<file path="src/rtl/cnn_pkg.sv">
// Shared CNN datapath types: filter geometry, the 5x5 filter array type and the
// loader FSM state encoding.
package cnn_pkg;

  localparam int K     = 5;
  localparam int NELEM = K * K;

  typedef shortint filter5x5_t [K-1:0][K-1:0];

  typedef enum logic [2:0] {
    IDLE,
    FETCH,
    DRAIN,
    PRESENT,
    WAIT_ACK,
    RELEASE
  } loader_state_t;

endpackage

</file>
<file path="src/rtl/valid_delay_line.sv">
// Shift register that delays the memory-issue valid bit by the memory read latency,
// so a capture strobe emerges exactly when the matching read data is on the bus.
module valid_delay_line #(
  parameter int DEPTH = 1
) (
  input  logic clk,
  input  logic rst,
  input  logic vld_in,
  output logic vld_out
);

  logic [DEPTH-1:0] vld_q;
  logic [DEPTH-1:0] vld_d;

  always_comb begin
    vld_d    = '0;
    vld_d[0] = vld_in;
    for (int i = 1; i < DEPTH; i++) begin
      vld_d[i] = vld_q[i-1];
    end
  end

  always_ff @(posedge clk or posedge rst) begin
    if (rst) begin
      vld_q <= '0;
    end else begin
      vld_q <= vld_d;
    end
  end

  assign vld_out = vld_q[DEPTH-1];

endmodule

</file>
<file path="src/rtl/filter_loader_5x5.sv">
// Fetches K*K signed weights row-major from weight memory, assembles them into the
// KxK filter array and hands it to the filter buffer with a read/finish handshake.
module filter_loader_5x5
  import cnn_pkg::*;
#(
  parameter int ADDR_W      = 16,
  parameter int MEM_LATENCY = 1
) (
  input  logic                     clk,
  input  logic                     rst,
  input  logic                     start,
  input  logic [ADDR_W-1:0]        base_addr,
  output logic                     mem_rd_en,
  output logic [ADDR_W-1:0]        mem_addr,
  input  logic signed [15:0]       mem_rdata,
  output logic                     read,
  input  logic                     finish,
  output filter5x5_t               output_filter,
  output logic                     busy,
  output logic                     done
);

  localparam int CNT_W = $clog2(NELEM);
  localparam int IDX_W = $clog2(K);

  loader_state_t     state_q, state_d;
  logic [ADDR_W-1:0] base_q, base_d;
  logic [CNT_W-1:0]  issue_q, issue_d;
  logic [IDX_W-1:0]  row_q, row_d;
  logic [IDX_W-1:0]  col_q, col_d;
  filter5x5_t        filt_q, filt_d;
  logic              done_q, done_d;
  logic              cap_vld;
  logic              cap_last;

  valid_delay_line #(
    .DEPTH (MEM_LATENCY)
  ) u_vld_delay (
    .clk     (clk),
    .rst     (rst),
    .vld_in  (mem_rd_en),
    .vld_out (cap_vld)
  );

  assign cap_last = cap_vld && (row_q == IDX_W'(K-1)) && (col_q == IDX_W'(K-1));

  // Capture side: write returning data at the (row, col) slot of the capture counter
  always_comb begin
    filt_d = filt_q;
    row_d  = row_q;
    col_d  = col_q;
    if (state_q == IDLE && start) begin
      row_d = '0;
      col_d = '0;
    end else if (cap_vld) begin
      filt_d[row_q][col_q] = mem_rdata;
      if (col_q == IDX_W'(K-1)) begin
        col_d = '0;
        row_d = row_q + IDX_W'(1);
      end else begin
        col_d = col_q + IDX_W'(1);
      end
    end
  end

  always_comb begin
    state_d   = state_q;
    base_d    = base_q;
    issue_d   = issue_q;
    done_d    = 1'b0;
    mem_rd_en = 1'b0;
    mem_addr  = '0;
    read      = 1'b0;
    busy      = (state_q != IDLE);
    unique case (state_q)
      IDLE: begin
        if (start) begin
          state_d = FETCH;
          base_d  = base_addr;
          issue_d = '0;
        end
      end
      FETCH: begin
        mem_rd_en = 1'b1;
        mem_addr  = base_q + ADDR_W'(issue_q);
        issue_d   = issue_q + CNT_W'(1);
        if (issue_q == CNT_W'(NELEM-1)) begin
          state_d = DRAIN;
          issue_d = '0;
        end
      end
      DRAIN: begin
        if (cap_last) state_d = PRESENT;
      end
      PRESENT: begin
        // A stale acknowledge from the previous hand-off must clear before read rises
        if (!finish) begin
          read    = 1'b1;
          state_d = WAIT_ACK;
        end
      end
      WAIT_ACK: begin
        read = 1'b1;
        if (finish) state_d = RELEASE;
      end
      RELEASE: begin
        if (!finish) begin
          state_d = IDLE;
          done_d  = 1'b1;
        end
      end
      default: state_d = IDLE;
    endcase
  end

  always_ff @(posedge clk or posedge rst) begin
    if (rst) begin
      state_q <= IDLE;
      base_q  <= '0;
      issue_q <= '0;
      row_q   <= '0;
      col_q   <= '0;
      filt_q  <= '{default: 16'sd0};
      done_q  <= 1'b0;
    end else begin
      state_q <= state_d;
      base_q  <= base_d;
      issue_q <= issue_d;
      row_q   <= row_d;
      col_q   <= col_d;
      filt_q  <= filt_d;
      done_q  <= done_d;
    end
  end

  assign output_filter = filt_q;
  assign done          = done_q;

endmodule

</file>
<file path="config.mk">
export PLATFORM = sky130hd
export DESIGN_NAME = filter_loader_5x5
export DESIGN_NICKNAME = d
export VERILOG_FILES = /design/src/rtl/cnn_pkg.sv /design/src/rtl/valid_delay_line.sv /design/src/rtl/filter_loader_5x5.sv
export SDC_FILE = /design/constraint.sdc
export NUM_CORES = 1
export LEC_CHECK = 0
export CAP_MARGIN = 0
export CORE_MARGIN = 2
export CORE_UTILIZATION = 35
export CTS_BUF_LIST = sky130_fd_sc_hd__clkbuf_4 sky130_fd_sc_hd__clkbuf_8 sky130_fd_sc_hd__clkbuf_16
export CTS_CLUSTER_DIAMETER = 30
export DETAILED_ROUTE_END_ITERATION = 10
export PLACE_DENSITY_LB_ADDON = 0.1
export SYNTH_ARGS = -nofsm -noshare
export SYNTH_HDL_FRONTEND = slang
export SYNTH_SLANG_ARGS = --single-unit
</file>
<file path="constraint.sdc">
create_clock -name clk -period 15.85 [get_ports clk]
set_input_delay 3.17 -clock clk [delete_from_list [all_inputs] [get_ports clk]]
set_output_delay 3.17 -clock clk [all_outputs]
set_load 0.03 [all_outputs]
</file>
==> results.toml, run 1 <==
[clock_tree]
cts_tree = "done"
path_clk_slew_ps = 40
cts_max_path_buffers = 3
worstSkewPairLatency_ps = 620
post_cts_buffers = 0
cts_buffers = 104
cts_resized = 0
clockRootBuffer = "clkbuf_16"
htree_levels = 3
cts_sinks = 432
hold_buffers = 0

[sta]
fin_skew_ps = 16.8
max_freq_mhz = 127
rsz0062_at_grt = "no"
setup_viol = 0
min_period_ps = 7900
final.setup.tns_ps = 0
hold_viol = 0
worst_hold_slack_ps = 498
maxSlewViolCount = 0
finalCritPeriodShare_pct = 49.9
worst_slew_pin_slew_ps = 1140
fin_ws_ps = 7950
maxSlewHeadroom_pct = 23.5

[layout]
fill_cells = 3979
instances_no_fill = 2310
drive_gt1_share_pct = 38.3
layout.nets = 1655
final_util_pct = 54.7
design_area_mm2 = 0.0261
synthToLayoutAreaGrowth_pct = 53.9

[critical_path]
critPathMaxFanout = 3
crit_path_cell_trace = "clkdlybuf4s50_1, nor2b_1, nand2_1, o21ai_0, clkdlybuf4s50_1"
arrival_ps = 4730
cpPeakStageDelay_ps = 700
required_ps = 12680
crit_type = "in2out"
crit_path_top_delay_cell = "clkdlybuf4s50_1"
cpMostUsedCell = "clkdlybuf4s50_1"
cp_num_buf_inv = 2
crit_path_start_kind = "input pin"
cp_top_family = "buffers and inverters"
cp-end-kind = "primary output"

[synth]
seq_area_frac_synth_pct = 63.7
synth_compound_area_share_pct = 1.32
synth_cell_types = 48
synthAdderAreaFrac_pct = 0.930
syn-cell-area_mm2 = 0.0170
synth_edf_count = 0
synth-simple-area-share_pct = 3.25
postSynthAreaPerCell_um2 = 15.4
muxShareOfSynthArea_pct = 27.7
synth_top_family_by_area = "multiplexers"
syn_nets = 1147
syn_inst = 1099
async_flop_share_pct = 100
synth_seq_cells = 432
synth_xor_area_share_pct = 0.775
ys.flop_type = "dfrtp_1"
yosysWarningCount = 0

[place]
placed_area_mm2 = 0.0221
routabilityCongestion = 0.783
place_inst = 2116
io_buffers = 455
dpl_worst_slack_ps = 7950
dp_hpwl_um = 35100

[global_routing]
grt_pass1_vias = 11837
grt-ovfl-total = 0
track_usage_pct = 21.1
antenna_found_initial = 1
grt_max_degree = 165
grt_pass1_wl_um = 78300

[floorplan]
die_x_um = 224
dieArea_mm2 = 0.0502
num_rows = 80
die_h_um = 224
core_mm2 = 0.0477
io_pins = 456
initial_core_util_pct = 35.5

[power]
pwr-share-comb_pct = 41.9
power_frac_clock_pct = 32.3
finalPower_mw = 7.26
power_density_mw_per_mm2 = 278
ir_worst_vdd_uv = 149
p_sw_mw = 2.65
intPower_mw = 4.61
leakage_nw = 11.7
switching_share_pct = 36.5
power_frac_seq_pct = 25.8

[hold_path]
holdCritPathClass = "reg2reg"

[route]
drc_errors = 0
wl_per_cell_um = 22.9
drt-total-wl_um = 52900
drt_iter0_markers = 432
first_pass_iters = 5
ant_nets = 0
vias = 11204
viasPerCell = 4.85

[outcome]
status = "finished clean"

[job]
drv_cap = 0
state kept, by name, indices dropped and copies added (netlist names):
name / flops
col_q: 3
output_filter: 400
state_q: 3
base_q: 16
row_q: 3
u_vld_delay.vld_out: 1
done: 1
issue_q: 5
final timing paths:
path / start / to / depth (start not counted) / slack, ps
setup / recovery: finish / read / 5 / 7950
hold / removal: output_filter[105] / output_filter[105] / 1 / 500
setup reg to reg: state_q[1] / output_filter[259] / 5 / 12730
hold reg to reg: output_filter[105] / output_filter[105] / 1 / 500
max in group asynchronous: rst / row_q[2] / 3 / 11030
min in group asynchronous: rst / output_filter[233] / 2 / 3190
power by group through the flow:
stage	Sequential [mW]	Clock [mW]	Combinational (mW)
after global placement	1.87	0	3.05
after floorplan	2.75	0	0.854
after detailed placement	1.89	0	3.06
after CTS	1.88	2.39	3.07
final	1.88	2.35	3.04
after global routing	1.95	2.45	3.17
area by class of cell:
class                           count  area, µm²  area share [%]
Antenna cell                        1       2.50         0.00959
Clock buffer                      135       3030            11.6
Clock inverter                     58        921            3.53
Inverter                           11       48.8           0.187
Multi-Input combinational cell    582       5790            22.2
Sequential cell                   432      10800            41.4
Tap cell                          615        769            2.95
Timing Repair Buffer              476       4720            18.1
placed cells by master (no fill, tap or decap), types with 4 or more instances in the layout:
master / n
and3_1: 4
dfrtp_1: 432
clkinv_2: 12
nand2_1: 23
nor2_1: 27
clkdlybuf4s50_1: 455
o21ai_0: 16
bufinv_16: 22
nand2_2: 8
nand3_1: 5
clkinv_4: 5
xor2_1: 14
inv_1: 9
ha_1: 11
inv_6: 4
clkinvlp_4: 14
nand4_1: 4
buf_4: 20
clkbuf_8: 25
clkbuf_16: 106
clkbuf_4: 4
nor3_1: 7
mux2_2: 416
routing by layer:
metal / routed length, µm / track usage [%] / share of wire [%] / vias to the layer above
li1: - / - / - / 4938
met1: 22500 / 26.4 / 43 / 5836
met2: 25100 / 33.8 / 48 / 364
met3: 4150 / 7.44 / 7.9 / 66
met4: 1130 / 7.46 / 2.1 / 0
met5: 0 / 0 / 0 / -
synth_stat cells (4+ instances only):
cell type / instances / share of area [%]
inv_1: 10 / 0.22
nand4_1: 4 / 0.15
nand2_2: 8 / 0.30
dfrtp_1: 432 / 64
nand2_1: 23 / 0.51
and3_1: 4 / 0.15
nand3_1: 5 / 0.15
buf_4: 7 / 0.31
nor2b_1: 6 / 0.22
o21ai_0: 16 / 0.47
buf_2: 21 / 0.62
ha_1: 11 / 0.81
nor3_1: 7 / 0.21
mux2_2: 416 / 28
clkbuf_1: 45 / 1.0
xor2_1: 14 / 0.72
nor2_1: 27 / 0.60
kinds of logic (layout without fill, tap and decap cells):
family,count (synthesis),in the layout
flip-flops,432,432
multiplexers,418,418
AND/OR/NAND/NOR,101,101
buffers and inverters,85,680
AO/OA/AOI/OAI,36,36
XOR/XNOR,15,15
adder cells (fa/ha/maj),12,12
other,0,1
Power figures use the tool's default switching activity.
==> inputs of run 2 (changes only) <==
Clock period 15.85 ns to 7.82 ns, I/O delays scaled along.
==> run 2 against run 1 <==
Compared with the run above:
- non-clock buffer count fell by 1
- combinational power rose by 100%
- critical path depth rose by 4
- register-to-register slack got worse by 8200 ps
- cell area fell by 0.39%
- first-iteration DRC count rose by 4.9%
- flip-flop and latch count did not move
- highest routed layer unchanged
==> results.toml, run 2 (synthesized netlist as in run 1, its figures left out) <==
[place]
dp_hpwl_um = 35500
routabilityCongestion = 0.801
dpl_worst_slack_ps = 2990
io_buffers = 455

[sta]
max_freq_mhz = 204
finalCritPeriodShare_pct = 62.7
maxSlewViolCount = 0
maxSlewHeadroom_pct = 20.6
worst_slew_pin_slew_ps = 1190
setup_viol = 0
final.setup.tns_ps = 0
fin_ws_ps = 2920
rsz0062_at_grt = "no"
min_period_ps = 4900
fin_skew_ps = 20.4
worst_hold_slack_ps = 498
hold_viol = 0

[route]
met2_length_um = 25100
viasPerCell = 4.86
drt-met1-wl_um = 22200
wl_per_cell_um = 23.1
ant_nets = 0
wl_met3_um = 4590
first_pass_iters = 4
drc_errors = 0
drt_iter0_markers = 453
drt-total-wl_um = 53500
vias = 11233
top_layer = "met4"

[outcome]
status = "finished clean"

[global_routing]
track_usage_pct = 21.1
grt_max_degree = 178
antenna_found_initial = 0
grt_pass1_wl_um = 77900
grt_pass1_vias = 11677
grt-ovfl-total = 0

[clock_tree]
htree_levels = 3
cts_sinks = 432
post_cts_buffers = 0
path_clk_slew_ps = 40
cts_max_path_buffers = 3
cts_resized = 0
cts_buffers = 107
worstSkewPairLatency_ps = 640
clockRootBuffer = "clkbuf_16"
hold_buffers = 0
cts_tree = "done"

[critical_path]
arrival_ps = 3340
crit_path_start_kind = "flip-flop"
crit_path_cell_trace = "ha_1, inv_1, fa_1, nor2b_1, o31a_1, o21ai_0, xor2_1, nor2_1, clkdlybuf4s50_1"
crit_type = "reg2out"
cpPeakStageDelay_ps = 690
cp-end-kind = "primary output"
required_ps = 6260
crit_path_top_delay_cell = "clkdlybuf4s50_1"
critPathMaxFanout = 6

[floorplan]
num_rows = 80
die_h_um = 224
dieArea_mm2 = 0.0502
die_x_um = 224
io_pins = 456
initial_core_util_pct = 35.5
core_mm2 = 0.0477

[layout]
largest_reg_flops = 400
final_cell_mix = "clkdlybuf4s50_1, dfrtp_1, mux2_2, clkbuf_16, clkbuf_8"
multiInputGateArea_mm2 = 0.00579
fill_cells = 3967
synthToLayoutAreaGrowth_pct = 53.3
final_util_pct = 54.4
drive_gt1_share_pct = 38.6
diodes = 0
layout.nets = 1657
seq_area_mm2 = 0.0108
final_common_cell = "clkdlybuf4s50_1"

[power]
power_density_mw_per_mm2 = 560
finalPower_mw = 14.6
ir_worst_vdd_uv = 260
leakage_nw = 11.6

[hold_path]
holdCritPathClass = "reg2reg"

[job]
drv_cap = 0
[run 2: through the flow]
step           area (µm²)  instances
2_1_floorplan       17000       1099
3_3_place_gp        22100       2115
3_5_place_dp        22100       2115
4_1_cts             26000       2313
5_1_grt             26000       2313
6_report            26000       2313
[run 2: final timing paths]
kind / startpoint / endpoint / slack (ps) / cells after the start
max: issue_q[0] / mem_addr[8] / 2920 / 9
min: output_filter[343] / output_filter[343] / 500 / 1
min in group asynchronous: rst / output_filter[110] / 1430 / 2
max reg2reg: state_q[0] / output_filter[296] / 4560 / 6
max in group asynchronous: rst / output_filter[385] / 4860 / 3
min reg2reg: output_filter[343] / output_filter[343] / 500 / 1
[run 2: layout make-up]
class | count | area share [%]
Clock buffer | 152 | 12.3
Clock inverter | 46 | 2.49
Inverter | 11 | 0.173
Multi-Input combinational cell | 582 | 22.3
Sequential cell | 432 | 41.6
Tap cell | 615 | 2.96
Timing Repair Buffer | 475 | 18.2
[run 2: report_power, final]
group / internal (mW) / leakage [nW] / total [mW] / switching, mW
clock network: 3.23 / 1.90 / 4.59 / 1.36
registers: 3.24 / 5.48 / 3.80 / 0.564
logic: 2.68 / 4.26 / 6.18 / 3.50
[run 2: routing by layer]
layer,GRT usage (%),up-vias
li1,-,4925
met1,26.0,5839
met2,33.1,368
met3,8.84,101
met4,7.46,0
met5,0,-
[run 2: critical path: cells and delay by family (launching register included)]
family                     cells  cell delay [ps]
buffers and inverters          2              750
adders and majority gates      2              600
AOI/OAI and AO/OA              2              430
DFF                            1              430
and+or+nand+nor                2              330
xor gates and xnor gates       1              170
==> inputs of run 3 (changes only) <==
Clock period 7.82 ns to 4 ns, I/O delays scaled along.
==> run 3 against run 2 <==
Compared with the run above:
- final cell count increased by 1.0%
- die area is the same
- sequential power increased by 97%
- register-to-register slack worse by 3200 ps
- via count increased by 1.4%
- cell area rose by 0.46%
- first-iteration DRC count up 4.0%
- critical endpoint is now mem_addr[7]
==> results.toml, run 3 (synthesized netlist as in run 1, its figures left out) <==
[route]
ant_nets = 0
viasPerCell = 4.88
drt-total-wl_um = 54600
wl_per_cell_um = 23.4
first_pass_iters = 4
vias = 11395
drt_iter0_markers = 471
drc_errors = 0

[sta]
fin_ws_ps = 254
setup_viol = 0
fin_skew_ps = 30.1
max_freq_mhz = 267
finalCritPeriodShare_pct = 93.6
worst_slew_pin_slew_ps = 1070
maxSlewViolCount = 0
min_period_ps = 3750
rsz0062_at_grt = "yes"
hold_viol = 0
maxSlewHeadroom_pct = 28.6

[layout]
design_area_mm2 = 0.0261
seq_area_mm2 = 0.0108
largest_reg_flops = 400
synthToLayoutAreaGrowth_pct = 54.0
final_cell_mix = "clkdlybuf4s50_1, dfrtp_1, mux2_2, clkbuf_16, buf_4"
multiInputGateArea_mm2 = 0.00580
fill_cells = 4008
final_common_cell = "clkdlybuf4s50_1"
drive_gt1_share_pct = 39.4
layout.nets = 1684

[floorplan]
core_mm2 = 0.0477
io_pins = 456
initial_core_util_pct = 35.5
num_rows = 80
dieArea_mm2 = 0.0502
die_x_um = 224
die_h_um = 224

[power]
pwr-share-comb_pct = 42.8
switching_share_pct = 37.2
intPower_mw = 17.7
power_density_mw_per_mm2 = 1080
p_sw_mw = 10.5
leakage_nw = 11.7
ir_worst_vdd_uv = 544
power_frac_seq_pct = 26.5
power_frac_clock_pct = 30.6
finalPower_mw = 28.2

[place]
dp_hpwl_um = 36600
dpl_worst_slack_ps = 581
placed_area_mm2 = 0.0224
routabilityCongestion = 0.807
io_buffers = 455

[global_routing]
antenna_found_initial = 0
grt_pass1_vias = 12003
grt-ovfl-total = 0
grt_util_met3_pct = 7.92
grt_use_met2_pct = 34.8
track_usage_pct = 21.7
grtUsageMet1_pct = 27.2
grt_pass1_wl_um = 80300
grt_max_degree = 70
grt.busiest_layer = "met2"

[critical_path]
cp-end-kind = "primary output"
critPathMaxFanout = 5
arrival_ps = 2950
crit_type = "reg2out"
crit_path_start_kind = "flip-flop"
required_ps = 3200

[job]
drv_cap = 0

[clock_tree]
cts_sinks = 432
clockRootBuffer = "clkbuf_16"
htree_levels = 3
worstSkewPairLatency_ps = 630
cts_max_path_buffers = 3
cts_buffers = 101
post_cts_buffers = 0
cts_tree = "done"
path_clk_slew_ps = 40

[hold_path]
holdCritPathClass = "reg2reg"

[outcome]
status = "finished clean"
==> run 3: cell types whose count changed in the layout (fill, tap and decap cells not counted), sizes merged <==
cell / before / now
clkinv: 20 / 28
clkdlybuf4s50: 453 / 448
bufinv: 12 / 17
inv: 14 / 12
dlygate4sd2: 0 / 3
clkdlybuf4s15: 0 / 2
clkbuf: 153 / 127
buf: 21 / 55
clkinvlp: 11 / 14
diode: 0 / 2
==> run 3: worst paths after layout <==
kind,endpoint,start,cells past startpoint,slack (ps)
setup / recovery,mem_addr[7],issue_q[1],7,250
hold / removal,output_filter[155],output_filter[155],1,500
setup reg to reg,output_filter[274],state_q[2],6,1390
hold reg to reg,output_filter[155],output_filter[155],1,500
max in group asynchronous,output_filter[225],rst,4,2360
min in group asynchronous,output_filter[92],rst,2,620
==> run 3: through the flow <==
stage | std cells | utilization [%] | hold slack (ps) | setup TNS (ps)
finish | 2337 | 54.7 | 498 | 0
global route | 2335 | 54.7 | 507 | -7.33
CTS | 2335 | 54.7 | 501 | 0
detailed placement | 2148 | 47.0 | 491 | 0
global placement | 2148 | 47.0 | 487 | 0
floorplan | 1099 | - | 476 | -1137610
==> run 3: power groups by stage <==
stage | Clock [mW] | Combinational [mW] | Sequential, mW
after floorplan | 0 | 3.38 | 10.9
after global placement | 0 | 12.1 | 7.46
after detailed placement | 0 | 12.2 | 7.52
after CTS | 8.80 | 12.2 | 7.49
after global routing | 9.03 | 12.6 | 7.75
final | 8.65 | 12.1 | 7.48
==> run 3: worst max-delay path, cell delays in order (launching register included) <==
cell,delay (ps)
dfrtp_1,410
ha_1,300
a211oi_1,440
o21ai_2,180
o2111ai_1,150
xor2_1,90
nor2_1,90
clkdlybuf4s50_1,670
==> run 3: area by class of cell <==
cell class / instances / share of cell area, %
Antenna cell: 2 / 0.0192
Tap cell: 615 / 2.95
Timing Repair Buffer: 508 / 19.2
Inverter: 11 / 0.172
Sequential cell: 432 / 41.4
Clock inverter: 60 / 3.12
Multi-Input combinational cell: 582 / 22.2
Clock buffer: 127 / 10.9
==> run 3: layer usage <==
layer / routed length, µm / vias up
met5: 0 / -
met4: 1340 / 0
met3: 4210 / 84
met2: 26000 / 383
met1: 23000 / 5937
li1: - / 4991
==> run 3: repair_timing <==
item / in CTS / in global routing
endpoints found under the setup margin: 7 / 5
gates resized for setup: 6 / 3
pin swaps: 0 / 0
hold buffers: 0 / 0
==> patch 1: new RTL, flow settings as in run 2 <==
Re-encode `loader_state_t` (6 states) as Gray code, 3 bits wide.
--- a/src/rtl/cnn_pkg.sv
+++ b/src/rtl/cnn_pkg.sv
@@ -8,12 +8,12 @@
   typedef shortint filter5x5_t [K-1:0][K-1:0];
 
   typedef enum logic [2:0] {
-    IDLE,
-    FETCH,
-    DRAIN,
-    PRESENT,
-    WAIT_ACK,
-    RELEASE
+    IDLE     = 3'b000,
+    FETCH    = 3'b001,
+    DRAIN    = 3'b011,
+    PRESENT  = 3'b010,
+    WAIT_ACK = 3'b110,
+    RELEASE  = 3'b111
   } loader_state_t;
 
 endpackage
Behaviour: same outputs for any inputs over 4 cycles, from zero or initial values and one cycle with rst high; so few cycles prove little.
==> patch 1 against run 2 <==
- area after synthesis fell by 0.25%
- routed wire length rose by 0.35%
- setup slack got worse by 0.023 ns
- sequential cell count did not move
- design area fell by 0.32%
- power fell by 26%
- clock skew rose by 0.0068 ns
- worst hold slack barely moved
- global-route usage rose by 0.42 points
- critical endpoint is now mem_addr[14]
==> patch 1: results (changes against run 2) <==
stage	metric	value	unit	change
global_route	first-pass GRT wire length	78900	um	+1.3%
global_route	GR Layer Usage met1	0.262		+0.00152
clock_network	clock latency on the worst-skew pair	0.64	ns	about the same
hold_path	Hold Path Class	flop to flop		
finish	design area	25900	um^2	-0.32%
yosys	Adder-Cell Fraction of Synth Area	0.00932		+0.0000234
yosys	synthesized area	16900	um^2	-0.25%
clock_network	CTS Buf Count	105		-1.9%
clock_network	Max Root-Sink Buffers	3		unchanged
power	leak pwr	12.3	nW	+5.6%
global_route	grt met3 use	0.0888		+0.000393
placement	DP HPWL	35700	um	+0.30%
yosys	top_reg_cell synth	dfrtp_1		
status	status	completed		
drt	DRT met1 WL	22000	um	-1.1%
power	VDD IR max	0.000289	V	+11%
global_route	overall global routing resource usage	0.215		+0.00417
global_route	largest net degree at the start of global routing	151		-15%
yosys	multiplexer share of the synthesized area	0.276		-0.00123
yosys	Synth area leaders	dfrtp_1 (64%), mux2_2 (28%), clkbuf_1 (1.1%)		
drt	Routed WL per cell	23.2	um	+0.48%
finish	Final non-clock buffer share	0.182		+0.000587
power	Pint	0.00739	W	-19%
global_route	met2 GRT Util	0.337		+0.00586
finish	Final clock-cell share	0.147		-0.00136
drt	Vias per Instance	4.89		+0.62%
placement	DP Area	22100	um^2	-0.18%
power	seq pwr	0.00317	W	-17%
global_route	initial antenna violation count	0		unchanged
finish	n_diodes	1		+1
yosys	syn_nets	1145		-0.17%
power	Seq pwr share	0.292		+0.031
drt	routed length on met2	25200	um	+0.18%
finish	Fill cells	4002		+0.88%
finish	nets	1653		-0.24%
yosys	Post-synth top cells	dfrtp_1 (432), mux2_2 (414), clkbuf_1 (51)		
yosys	XOR/XNOR share of the synthesized area	0.00725		-0.000498
finish	buffers outside the clock class	474		-0.21%
power	clock network power share	0.420		+0.105
finish	count of non-CTS inverters in the layout	13		+2
timing	Worst Max-Slew Pin Slew	1.08	ns	-0.110 ns
finish	Layout clock buffers	138		-9.2%
timing	clock skew	0.0272	ns	+0.00677 ns
placement	routability cong.	0.779		-2.7%
finish	Seq/total area	0.417		+0.00134
yosys	register area share after synthesis	0.639		+0.00160
finish	multi-input logic portion of the cell area	0.222		-0.00107
drt	DRT iter0 DRCs	552		+22%
finish	share of cells above drive strength 1	0.384		-0.00145
yosys	synth unique cells	45		-6.3%
worst_setup_path	slowest stage delay, CP	0.69	ns	about the same
finish	comb_multi_in	579		-0.52%
clock_network	depth of the CTS H-tree	3		unchanged
global_route	vias in the first global route	11800		+0.64%
drt	metal3 WL	4560	um	-0.63%
worst_setup_path	Arr. time, crit path	3.36	ns	+0.02 ns
yosys	complex-gate fraction of the synthesized area	0.0125		-0.000706
-- patch 1: changes by cell type after synthesis, sizes merged, moves of 3 or more --
cell	before	now
buf	29	22
clkbuf	45	51
nor2	28	23
inv	10	13
nor3	8	11
o21ai	16	19
-- patch 1: final timing paths --
path                               startpoint                 end  slack (ns)  cells past startpoint
min in group asynchronous                 rst  output_filter[367]        1.43                      2
max reg2reg                        state_q[0]  output_filter[134]        4.71                      5
max in group asynchronous                 rst  output_filter[103]        5.09                      3
max                                issue_q[0]        mem_addr[14]        2.89                      9
min                        output_filter[344]  output_filter[344]        0.50                      1
min reg2reg                output_filter[344]  output_filter[344]        0.50                      1
-- patch 1: metrics by stage --
step           worst slack [ns]  instances  hold slack [ns]
6_report                   2.89       2310            0.498
5_1_grt                    2.63       2309            0.505
4_1_cts                    2.86       2309            0.502
3_5_place_dp               3.13       2113            0.492
3_3_place_gp               3.16       2113            0.488
2_1_floorplan             0.423       1097            0.469
==> patch 2: new RTL, config.mk and constraints of run 2 <==
Without the edit above. Change the package constant `K` from 5 to 4.
--- a/src/rtl/cnn_pkg.sv
+++ b/src/rtl/cnn_pkg.sv
@@ -2,7 +2,7 @@
 // loader FSM state encoding.
 package cnn_pkg;
 
-  localparam int K     = 5;
+  localparam int K     = 4;
   localparam int NELEM = K * K;
 
   typedef shortint filter5x5_t [K-1:0][K-1:0];
Ports: changed (resized output_filter); port bits go from 456 to 312. No check against the original RTL was run, so the function may have changed too.
==> patch 2 against run 2 <==
- area after synthesis decreased by 31%
- power is 45% lower
- design area shrank 32%
- setup slack worse by 0.029 ns
- cell count shrank 30%
- highest routed layer unchanged
- global-route usage shrank 2.4 points
- critical path type unchanged
- clock power down 31%
- sequential cell count shrank 147
- routed wire length is 39% lower
==> patch 2: results (changes against run 2) <==
stage	metric	value	unit	change
finish	nets	1177		-29%
placement	dpl cells	1500		-29%
yosys	syn_nets	834		-27%
yosys	synth unique cells	46		-4.2%
worst_setup_path	Arr. time, crit path	3.37	ns	+0.03 ns
drt	Routed WL per cell	20.0	um	-14%
clock_network	root buf cell	clkbuf_16		
clock_network	CTS Buf Count	73		-32%
timing	fin crit period	4.93	ns	+0.0291 ns
placement	routability cong.	0.790		-1.3%
finish	share of cells above drive strength 1	0.342		-0.0437
global_route	largest net degree at the start of global routing	168		-5.6%
yosys	Synth area leaders	dfrtp_1 (61%), mux2_2 (21%), mux2_4 (5.1%)		
finish	number of flip-flops in the largest register	256		-36%
hold_path	Hold Path Cell Cnt	2		+1
yosys	top_reg_cell synth	dfrtp_1		
worst_setup_path	R2R depth	3		-3
power	PD cells	452	nW/um^2	-19%
status	status	completed		
hold_path	Hold Path Class	flop to flop		
timing	clock skew	0.0179	ns	-0.00256 ns
worst_setup_path	slowest stage cell, crit path	clkdlybuf4s50_1		
drt	First-pass DRT Iterations	4		unchanged
global_route	first-pass GRT wire length	50500	um	-35%
drt	Via Count	7797		-31%
yosys	total number of yosys warnings	0		unchanged
finish	n_diodes	0		unchanged
placement	port bufs	311		-32%
power	leak pwr	8.32	nW	-29%
finish	Fill cells	2865		-28%
power	VDD IR max	0.000215	V	-17%
placement	pre-CTS WS	3.19	ns	+0.204 ns
yosys	register area share after synthesis	0.606		-0.0311
power	Pint	0.00539	W	-41%
timing	Worst Max-Slew Pin Slew	1.05	ns	-0.144 ns
worst_setup_path	slowest stage delay, CP	0.67	ns	-0.02 ns
drt	DRT iter0 DRCs	270		-40%
placement	DP HPWL	21700	um	-39%
clock_network	depth of the CTS H-tree	3		unchanged
yosys	syn avg cell area	15.0	um^2	-2.8%
global_route	vias in the first global route	8171		-30%
clock_network	clock latency on the worst-skew pair	0.55	ns	-0.09 ns
drt	Vias per Instance	4.79		-1.4%
worst_setup_path	Worst R2R Setup Slack	5.25	ns	+0.69 ns
yosys	synthesized area	11800	um^2	-31%
yosys	Post-synth top cells	dfrtp_1 (285), mux2_2 (216), nand2_1 (57)		
worst_setup_path	crit-path max FO	5		-1
global_route	overall global routing resource usage	0.187		-0.0236
patch 2: cell types whose count changed after synthesis, sizes merged, moves of 5 or more:
cell | run 2 | this run
o21ai | 16 | 11
nand4 | 4 | 13
nor3 | 8 | 0
nor2 | 28 | 18
buf | 29 | 23
a21oi | 3 | 10
nand2 | 31 | 61
nor2b | 6 | 1
mux2 | 416 | 256
or4 | 0 | 5
xor2 | 14 | 1
clkbuf | 45 | 24
dfrtp | 432 | 285
patch 2: area by class of cell:
class / count / area [um^2] / area share
inverter: 12 / 48.8 / 0.00275
sequential: 285 / 7130 / 0.402
clock inverter: 30 / 468 / 0.0263
clock buffer: 99 / 2140 / 0.121
multi-input combinational: 440 / 4250 / 0.239
tap: 448 / 561 / 0.0316
timing repair buffer: 315 / 3160 / 0.178
patch 2: kinds of logic (layout without fill, tap and decap cells):
group	count (synthesis)	count (layout)	share of synthesized area
adder cells (fa/ha/maj)	14	14	0.0155
buffers and inverters	59	456	0.0331
XOR/XNOR	6	6	0.00447
AND/OR/NAND/NOR	122	122	0.0591
flip-flops	285	285	0.606
AO/OA/AOI/OAI	39	39	0.0210
multiplexers	259	259	0.260
patch 2: routing by layer:
| metal | vias up | GRT usage | share of wire |
|---|---|---|---|
| met1 | 3980 | 0.234 | 0.42 |
| met2 | 281 | 0.305 | 0.48 |
| met5 | - | 0 | 0 |
| met4 | 0 | 0.0665 | 0.026 |
| met3 | 63 | 0.0597 | 0.074 |
| li1 | 3473 | - | - |
patch 2: critical path, delay by kind of cell (launching register included):
kind,cells,cell delay (ns)
and+or+nand+nor,3,0.78
buffers and inverters,2,0.73
DFF,1,0.40
adders and majority gates,2,0.60
AOI/OAI and AO/OA,1,0.32
patch 2: path summary, 6_finish.rpt:
check                           startpoint                end
worst min register to register   base_q[0]          base_q[0]
worst max-delay path            issue_q[0]       mem_addr[14]
min in group asynchronous              rst  output_filter[23]
worst min-delay path             base_q[0]          base_q[0]
worst max register to register  state_q[0]  output_filter[55]
max in group asynchronous              rst  output_filter[93]
patch 2: through the flow:
stage | area [um^2] | util | hold slack [ns]
floorplan | 11800 | - | 0.452
global placement | 15100 | 0.455 | 0.477
detailed placement | 15100 | 0.455 | 0.480
CTS | 17800 | 0.534 | 0.490
global route | 17800 | 0.534 | 0.506
finish | 17800 | 0.534 | 0.480
patch 2: power groups by stage:
stage / Clock, W / Sequential (W) / Combinational (W)
after floorplan: 0 / 0.00294 / 0.000857
after global placement: 0 / 0.00222 / 0.00268
after detailed placement: 0 / 0.00223 / 0.00269
after CTS: 0.00321 / 0.00222 / 0.00270
after global routing: 0.00330 / 0.00228 / 0.00281
final: 0.00315 / 0.00221 / 0.00267
